==> src/rtl/mem_access_ctrl_if.sv <==
// Bundle between the EX/MEM pipeline, the load/store sequencer and the data SRAM bus.
// master = sequencer side, slave = pipeline + SRAM side.
`timescale 1ns/1ps
interface mem_access_ctrl_if;
  // Handshakes: the pipeline holds req_valid and all req_* fields stable while stallreq=1.
  // Bus side: data_req stays high with constant fields until a cycle with data_addr_ok=1.
  // data_data_ok may arrive in that same cycle or any later one.
  logic        req_valid;
  logic        req_we;
  logic [1:0]  req_size;
  logic        req_unsigned;
  logic [31:0] req_addr;
  logic [31:0] req_wdata;
  logic        stallreq;
  logic        resp_valid;
  logic [31:0] resp_rdata;
  logic        addr_err;
  logic        bus_err;
  logic        data_req;
  logic        data_wr;
  logic [1:0]  data_size;
  logic [31:0] data_addr;
  logic [3:0]  data_wstrb;
  logic [31:0] data_wdata;
  logic        data_addr_ok;
  logic        data_data_ok;
  logic [31:0] data_rdata;

  modport master (
    input  req_valid, req_we, req_size, req_unsigned, req_addr, req_wdata,
    input  data_addr_ok, data_data_ok, data_rdata,
    output stallreq, resp_valid, resp_rdata, addr_err, bus_err,
    output data_req, data_wr, data_size, data_addr, data_wstrb, data_wdata
  );

  modport slave (
    output req_valid, req_we, req_size, req_unsigned, req_addr, req_wdata,
    output data_addr_ok, data_data_ok, data_rdata,
    input  stallreq, resp_valid, resp_rdata, addr_err, bus_err,
    input  data_req, data_wr, data_size, data_addr, data_wstrb, data_wdata
  );
endinterface

==> src/rtl/mem_access_ctrl.sv <==
// Load/store sequencer: one access at a time over an addr_ok/data_ok SRAM bus,
// stalling the pipeline until the access completes, times out or is rejected.
`timescale 1ns/1ps
module mem_access_ctrl #(
  parameter int MAX_WAIT = 255
) (
  input  logic             clk,
  input  logic             rst,
  mem_access_ctrl_if.master mif,
  output logic [1:0]       dbg_state_o
);

  typedef enum logic [1:0] {S_IDLE, S_REQ, S_WAIT, S_DONE} state_e;

  localparam logic [7:0] LIMIT = 8'(MAX_WAIT - 1);

  state_e      state_q, state_d;
  logic [7:0]  cnt_q, cnt_d;
  logic        we_q, we_d;
  logic [1:0]  size_q, size_d;
  logic        uns_q, uns_d;
  logic [31:0] addr_q, addr_d;
  logic [3:0]  wstrb_q, wstrb_d;
  logic [31:0] wdata_q, wdata_d;
  logic [31:0] rdata_q, rdata_d;
  logic        err_q, err_d;

  logic        misaligned;
  logic [3:0]  st_strb;
  logic [31:0] st_data;
  logic [31:0] lane_w;
  logic [7:0]  ld_b;
  logic [15:0] ld_h;
  logic [31:0] load_val;
  logic [31:0] capture_val;

  // Size 3 is treated as a word everywhere.
  always_comb begin
    misaligned = 1'b0;
    st_strb    = 4'hF;
    st_data    = mif.req_wdata;
    case (mif.req_size)
      2'd0: begin
        st_strb = 4'b0001 << mif.req_addr[1:0];
        st_data = {4{mif.req_wdata[7:0]}};
      end
      2'd1: begin
        misaligned = mif.req_addr[0];
        st_strb    = 4'b0011 << {mif.req_addr[1], 1'b0};
        st_data    = {2{mif.req_wdata[15:0]}};
      end
      default: misaligned = (mif.req_addr[1:0] != 2'b00);
    endcase
  end

  always_comb begin
    lane_w   = mif.data_rdata >> {addr_q[1:0], 3'b000};
    ld_b     = lane_w[7:0];
    ld_h     = lane_w[15:0];
    load_val = mif.data_rdata;
    case (size_q)
      2'd0:    load_val = uns_q ? {24'h0, ld_b} : {{24{ld_b[7]}}, ld_b};
      2'd1:    load_val = uns_q ? {16'h0, ld_h} : {{16{ld_h[15]}}, ld_h};
      default: load_val = mif.data_rdata;
    endcase
    capture_val = we_q ? 32'h0 : load_val;
  end

  always_comb begin
    state_d        = state_q;
    cnt_d          = cnt_q;
    we_d           = we_q;
    size_d         = size_q;
    uns_d          = uns_q;
    addr_d         = addr_q;
    wstrb_d        = wstrb_q;
    wdata_d        = wdata_q;
    rdata_d        = rdata_q;
    err_d          = err_q;
    mif.stallreq   = 1'b0;
    mif.resp_valid = 1'b0;
    mif.addr_err   = 1'b0;
    mif.bus_err    = 1'b0;
    case (state_q)
      S_IDLE: begin
        // Gated by rst so a request still held during reset produces no output.
        if (rst && mif.req_valid) begin
          if (misaligned) begin
            mif.addr_err = 1'b1;
          end else begin
            mif.stallreq = 1'b1;
            we_d         = mif.req_we;
            size_d       = mif.req_size;
            uns_d        = mif.req_unsigned;
            addr_d       = mif.req_addr;
            wstrb_d      = mif.req_we ? st_strb : 4'h0;
            wdata_d      = mif.req_we ? st_data : 32'h0;
            cnt_d        = 8'h0;
            state_d      = S_REQ;
          end
        end
      end
      S_REQ: begin
        mif.stallreq = 1'b1;
        cnt_d        = cnt_q + 8'h1;
        if (mif.data_addr_ok && mif.data_data_ok) begin
          rdata_d = capture_val;
          state_d = S_DONE;
        end else if (cnt_q == LIMIT) begin
          rdata_d = 32'h0;
          err_d   = 1'b1;
          state_d = S_DONE;
        end else if (mif.data_addr_ok) begin
          state_d = S_WAIT;
        end
      end
      S_WAIT: begin
        mif.stallreq = 1'b1;
        cnt_d        = cnt_q + 8'h1;
        if (mif.data_data_ok) begin
          rdata_d = capture_val;
          state_d = S_DONE;
        end else if (cnt_q == LIMIT) begin
          rdata_d = 32'h0;
          err_d   = 1'b1;
          state_d = S_DONE;
        end
      end
      default: begin
        // DONE never accepts: the still-held req_valid belongs to this access.
        mif.resp_valid = 1'b1;
        mif.bus_err    = err_q;
        err_d          = 1'b0;
        state_d        = S_IDLE;
      end
    endcase
  end

  always_ff @(posedge clk or negedge rst) begin
    if (!rst) begin
      state_q <= S_IDLE;
      cnt_q   <= 8'h0;
      we_q    <= 1'b0;
      size_q  <= 2'd0;
      uns_q   <= 1'b0;
      addr_q  <= 32'h0;
      wstrb_q <= 4'h0;
      wdata_q <= 32'h0;
      rdata_q <= 32'h0;
      err_q   <= 1'b0;
    end else begin
      state_q <= state_d;
      cnt_q   <= cnt_d;
      we_q    <= we_d;
      size_q  <= size_d;
      uns_q   <= uns_d;
      addr_q  <= addr_d;
      wstrb_q <= wstrb_d;
      wdata_q <= wdata_d;
      rdata_q <= rdata_d;
      err_q   <= err_d;
    end
  end

  assign mif.data_req   = (state_q == S_REQ);
  assign mif.data_wr    = we_q;
  assign mif.data_size  = size_q;
  assign mif.data_addr  = addr_q;
  assign mif.data_wstrb = wstrb_q;
  assign mif.data_wdata = wdata_q;
  assign mif.resp_rdata = rdata_q;
  assign dbg_state_o    = state_q;

endmodule

==> src/flat_wrapper.sv <==
// flat-port wrapper written by rule: the top's interface ports become plain ports
module mem_access_ctrl_flat 
#(
  parameter int MAX_WAIT = 255
)
  (clk, rst, dbg_state_o, mif_req_valid, mif_req_we, mif_req_size, mif_req_unsigned, mif_req_addr, mif_req_wdata, mif_data_addr_ok, mif_data_data_ok, mif_data_rdata, mif_stallreq, mif_resp_valid, mif_resp_rdata, mif_addr_err, mif_bus_err, mif_data_req, mif_data_wr, mif_data_size, mif_data_addr, mif_data_wstrb, mif_data_wdata);
  mem_access_ctrl_if mif_i ();
  input  logic clk;
  input  logic rst;
  output logic [1:0] dbg_state_o;
  input wire logic [$bits(mif_i.req_valid)-1:0] mif_req_valid;
  input wire logic [$bits(mif_i.req_we)-1:0] mif_req_we;
  input wire logic [$bits(mif_i.req_size)-1:0] mif_req_size;
  input wire logic [$bits(mif_i.req_unsigned)-1:0] mif_req_unsigned;
  input wire logic [$bits(mif_i.req_addr)-1:0] mif_req_addr;
  input wire logic [$bits(mif_i.req_wdata)-1:0] mif_req_wdata;
  input wire logic [$bits(mif_i.data_addr_ok)-1:0] mif_data_addr_ok;
  input wire logic [$bits(mif_i.data_data_ok)-1:0] mif_data_data_ok;
  input wire logic [$bits(mif_i.data_rdata)-1:0] mif_data_rdata;
  output wire logic [$bits(mif_i.stallreq)-1:0] mif_stallreq;
  output wire logic [$bits(mif_i.resp_valid)-1:0] mif_resp_valid;
  output wire logic [$bits(mif_i.resp_rdata)-1:0] mif_resp_rdata;
  output wire logic [$bits(mif_i.addr_err)-1:0] mif_addr_err;
  output wire logic [$bits(mif_i.bus_err)-1:0] mif_bus_err;
  output wire logic [$bits(mif_i.data_req)-1:0] mif_data_req;
  output wire logic [$bits(mif_i.data_wr)-1:0] mif_data_wr;
  output wire logic [$bits(mif_i.data_size)-1:0] mif_data_size;
  output wire logic [$bits(mif_i.data_addr)-1:0] mif_data_addr;
  output wire logic [$bits(mif_i.data_wstrb)-1:0] mif_data_wstrb;
  output wire logic [$bits(mif_i.data_wdata)-1:0] mif_data_wdata;
  assign mif_i.req_valid = mif_req_valid;
  assign mif_i.req_we = mif_req_we;
  assign mif_i.req_size = mif_req_size;
  assign mif_i.req_unsigned = mif_req_unsigned;
  assign mif_i.req_addr = mif_req_addr;
  assign mif_i.req_wdata = mif_req_wdata;
  assign mif_i.data_addr_ok = mif_data_addr_ok;
  assign mif_i.data_data_ok = mif_data_data_ok;
  assign mif_i.data_rdata = mif_data_rdata;
  assign mif_stallreq = mif_i.stallreq;
  assign mif_resp_valid = mif_i.resp_valid;
  assign mif_resp_rdata = mif_i.resp_rdata;
  assign mif_addr_err = mif_i.addr_err;
  assign mif_bus_err = mif_i.bus_err;
  assign mif_data_req = mif_i.data_req;
  assign mif_data_wr = mif_i.data_wr;
  assign mif_data_size = mif_i.data_size;
  assign mif_data_addr = mif_i.data_addr;
  assign mif_data_wstrb = mif_i.data_wstrb;
  assign mif_data_wdata = mif_i.data_wdata;
  mem_access_ctrl #(.MAX_WAIT(MAX_WAIT)) u_core (.clk(clk), .rst(rst), .mif(mif_i), .dbg_state_o(dbg_state_o));
endmodule
==> config.mk <==
export PLATFORM = sky130hd
export DESIGN_NAME = mem_access_ctrl_flat
export DESIGN_NICKNAME = d
export VERILOG_FILES = /design/src/rtl/mem_access_ctrl_if.sv /design/src/rtl/mem_access_ctrl.sv /design/src/flat_wrapper.sv
export SDC_FILE = /design/constraint.sdc
export NUM_CORES = 1
export LEC_CHECK = 0
export ABC_CLOCK_PERIOD_IN_PS = 5300
export BUFFER_PORTS_ARGS = -buffer_cell sky130_fd_sc_hd__buf_2
export CORE_MARGIN = 2
export CORE_UTILIZATION = 37
export CTS_CLUSTER_DIAMETER = 50
export DETAILED_ROUTE_END_ITERATION = 10
export PLACE_DENSITY = 0.59
export SLEW_MARGIN = 20
export SYNTH_ARGS = -nofsm -noshare
export SYNTH_HDL_FRONTEND = slang
export SYNTH_SLANG_ARGS = --single-unit
==> constraint.sdc <==
create_clock -name clk -period 5.3 [get_ports clk]
set_input_delay 0.53 -clock clk [delete_from_list [all_inputs] [get_ports clk]]
set_output_delay 0.53 -clock clk [all_outputs]
set_load 0.005 [all_outputs]
# After elaboration in Yosys (flattened, before gate mapping)
# Index checks and enable logic that the tools add are counted.
# totals
inputBits	105
out_inout_bits	110
regBits	115
word_cells	77
# classes
n_eq_ne	11
reduce_logical	14
n_mux	36
shift	3
bitwise	2
n_addsub	1
# ops
cell	count
$mux 32	7
$pmux 32 s2	3
$shr 32x5->16	1
$mux 8	2
$pmux 8 s2	1
$mux 2	7
$mux 1	10
$reduce_and 3->1	3
$add 8x1->8 const B	1
$eq 8x8->1 const B	1
$pmux 4 s2	1
$eq 2x1->1 const B	3
$logic_not 2->1	3
$ne 2x2->1 const B	3
$pmux 2 s3	1
$reduce_bool 2->1	3
$mux 4	1
$ne 4x2->1 const B	1
$pmux 1 s2	2
$reduce_and 4->1	1
$shl 1x2->4 const A	1
$shl 2x2->4 const A	1
$ne 3x2->1 const B	1
$pmux 1 s3	1
other kinds (6)	8

# Longest topological paths before layout
# depth
ltp_word	6
depth_mapped	9
mapped_depth_nobuf	6

# Worst setup path before layout
# Ideal clock, no wire load.
# synth_path
kind	register -> output
from	register u_core.state_q[0], in the netlist u_core.dbg_state_o[0]
to	output mif_stallreq
t_arrival_ns	1.518
path_stages_with_launch	9
path_slack_ns	3.252
n_path_buf	3
required_time_ns	4.770
cell_sequence	dfrtp_1 > inv_1 > ha_1 > buf_2 > and3_1 > o21ai_1 > buf_4 > buf_2 > a21oi_1
# synth_between
elab_chain_cells	3
word_cells_on_any_way	5
classes_between	eq/ne (2); mux (1); reduce/logical (2)
# synth_lines
element	line_no	rtl
start, declared	mem_access_ctrl.sv:17	state_e state_q, state_d;
start signal, assigned	mem_access_ctrl.sv:152	state_q <= state_d;
$eq 2x1->1 / $eq 2x2->1 (equally long branches)	mem_access_ctrl.sv:84	case (state_q)
$reduce_or 2->1 (no source line)	--	
$pmux 1 s2 (*)	mem_access_ctrl.sv:84	
end, declared	flat_wrapper.sv:20	output wire logic [$bits(mif_i.stallreq)-1:0] mif_stallreq;
# Every way passes the cells marked *; elsewhere a longest branch is shown, timed or not.

# Worst setup path in the final report
# Ends and elaborated chain as after synthesis.

==> flow_metrics.py <==
metrics = {
    "layout": {
        "layout-drive-gt1-share_pct": 40.7,
        "nNetsFinal": 860,
        "layout_common_cells": "213 x buf_2, 115 x dfrtp_1, 109 x nand2_1",
        "syn2layout_area_growth_pct": 31.5,
        "final_common_cell": "buf_2",
        "final_cells": 950,
        "fin_area_um2": 7430,
        "antenna_cells": 0,
        "fillers": 1395,
        "finish.utilization_pct": 49.3,
    },
    "grt": {
        "track_usage_pct": 19.9,
        "grt_pass1_vias": 4787,
        "antenna_found_initial": 0,
        "gr-total-overflow": 0,
        "grt_pass1_wl_um": 25200,
        "grt_max_degree": 70,
    },
    "critical_path": {
        "worst_setup_path_end_kind": "primary output",
        "cp_slowest_stage_delay_ps": 430,
        "critical_path_class": "register to primary output",
        "reg2reg_to": "u_core.mif.resp_rdata[18]",
        "arrival_ps": 2140,
        "critPathTopFamily": "flip-flops",
        "cp_max_fo": 15,
        "slowest_stage": "dfrtp_1",
        "worstPathCellList": "inv_1 > ha_1 > and3_1 > o21ai_4 > a21oi_1 > buf_2",
        "r2r_start": "u_core.dbg_state_o[0]",
        "rr_worst_depth": 6,
        "r2r_slack_ps": 2670,
        "critPathRequiredTime_ps": 4770,
        "cp-start-kind": "register",
        "crit_buf_inv": 2,
    },
    "sta": {
        "fin_ws_ps": 2630,
        "fin_skew_ps": 7.73,
        "tns_ps": 0,
        "fmax_ghz": 0.374,
        "slew_headroom_pct": 40.5,
        "slew_viol_final": 0,
        "whs_ps": 133,
        "period_minus_slack_ps": 2670,
        "tightest_slew_ps": 892,
        "rsz0062_at_grt": "no",
        "hold_violations": 0,
        "fin_crit_sh_pct": 50.5,
        "setup_viol": 0,
    },
    "yosys": {
        "yosysUniqueCellTypes": 50,
        "synthAdderAreaFrac_pct": 1.33,
        "synth_flop_cell": "dfrtp_1",
        "syn_area_um2": 5660,
        "yosysWarningCount": 0,
        "synth-edff-count": 0,
        "synth_top_family_by_area": "compound AO/OA/AOI/OAI gates",
        "synthSimpleGateAreaFrac_pct": 11.0,
        "seq_area_frac_synth_pct": 50.9,
        "async_flop_share_pct": 100,
        "synth_mux_area_share_pct": 14.0,
        "synth_xor_area_share_pct": 0,
        "synth.net_count": 662,
        "synthCells": 551,
        "syn_area_per_cell_um2": 10.3,
        "synth-compound-area-share_pct": 18.6,
        "ys_ff_latch": 115,
    },
    "die": {
        "coreArea_um2": 15100,
        "die_h_um": 128,
        "die_w_um": 128,
        "start_util_pct": 37.5,
        "pin_count": 215,
        "rows": 45,
        "dieArea_um2": 16300,
    },
    "power_and_ir_drop": {
        "peakVddDrop_v": 0.000288,
        "power_mw": 4.41,
        "power_density_nw_per_um2": 593,
        "power.static_leakage_nw": 3.72,
    },
    "min_path": {
        "min_path_type": "primary input to async pin",
    },
    "clock_tree": {
        "post_cts_resized": 0,
        "htree_levels": 4,
        "clkTransAtPathRegs_ps": 60,
        "cts_post_setup_buffers_inserted": 0,
        "insertion_delay_ps": 410,
        "root_buffer": "clkbuf_16",
        "numCtsBuffers": 17,
        "clock_sinks": 115,
        "ctsHoldBuffers": 0,
        "cts_tree": "built",
        "ctsLongestPathBuffers": 2,
    },
    "place": {
        "gp_congestion": 0.908,
        "dp_hpwl_um": 11300,
        "io_buffers": 214,
        "placed_area_um2": 6810,
        "dp_slack_ps": 2360,
        "place_inst": 917,
    },
    "drt": {
        "via_count": 5002,
        "drt_wl_total_um": 16200,
        "dr.pass1.iters": 6,
        "wl_per_cell_um": 17.0,
        "viasPerCell": 5.27,
        "antenna_left": 0,
        "drt_iter0_drc": 294,
        "drt_drc_violations_left": 0,
    },
    "job": {
        "max_cap_viol_count": 0,
    },
    "outcome": {
        "status": "finished clean",
    },
}
==> power by group <==
part / internal (mW) / switching (mW) / leakage, nW
combinational: 0.756 / 0.870 / 1.96
sequential: 1.29 / 0.312 / 1.47
clock: 0.781 / 0.402 / 0.291
==> state kept, by name, indices dropped and copies added (netlist names) <==
name	flops
u_core.mif.data_wstrb	4
u_core.mif.resp_rdata	32
u_core.mif.data_addr	32
u_core.cnt_q	8
u_core.uns_q	1
u_core.dbg_state_o	2
u_core.err_q	1
u_core.mif.data_size	2
u_core.mif.data_wr	1
u_core.mif.data_wdata	32
==> synth_stat cells, types with 2 or more instances <==
cell         n  area share, %
dfrtp_1    115             51
nor2b_1      3           0.33
a31oi_1      6           0.66
o2bb2ai_1    7            1.1
a41oi_1      2           0.31
inv_1        9           0.60
mux2i_1     19            3.4
a21oi_1     19            1.7
nor3b_1      3           0.40
nand2_1    109            7.2
nor3_1       4           0.35
o21ai_0     75            6.6
a2bb2oi_1    7            1.1
buf_2       13            1.2
buf_6        2           0.40
a22oi_1     17            2.3
clkbuf_1    15            1.0
nand2b_1     2           0.22
nor2_1      10           0.66
o21ai_1     10           0.88
mux2_2      52             10
ha_1         6            1.3
o221ai_1     8            1.2
buf_4        6           0.80
nand3_1      3           0.27
o21ai_2      3           0.46
a21o_1       3           0.40
==> worst max-delay path by stage <==
stage / cells past startpoint / start / to
global route: 6 / u_core.dbg_state_o[0] / u_core.mif.resp_rdata[16]
floorplan: 8 / u_core.dbg_state_o[0] / mif_stallreq
CTS: 5 / mif_req_size[1] / mif_stallreq
global placement: 5 / mif_req_size[1] / u_core.mif.data_addr[12]
finish: 6 / u_core.dbg_state_o[0] / mif_stallreq
detailed placement: 5 / mif_req_size[1] / u_core.mif.data_addr[5]
==> cell type report <==
type                    instances  area (um^2)  share of cell area (%)
clock inverters                11          160                    2.15
inverters                      10         37.5                   0.505
flip-flops and latches        115         2880                    38.7
multi-input cells             388         2550                    34.4
repair buffers                217         1130                    15.2
well taps                     188          235                    3.16
clock buffers                  21          440                    5.92
==> metal layers <==
metal	routed length, um	global-route usage [%]	vias up
met4	302	7.69	0
met3	1240	6.03	20
li1	-	-	2367
met1	6950	25.4	2429
met5	0	0	-
met2	7660	31.7	186
==> cell families (layout without fill, tap and decap cells) <==
logic type,count (synthesis),after routing
mux,72,72
simple gates,143,143
buf+inv,48,259
flops,115,115
fa+ha+maj,6,6
compound gates,167,167
==> worst reg2reg max path: stages, from the launching register on <==
cell and delay (ps):
dfrtp_1 430, inv_1 90, ha_1 440, inv_2 190
nor3_4 550, nand2_1 510, o21ai_0 320
Power figures use the tool's default switching activity.
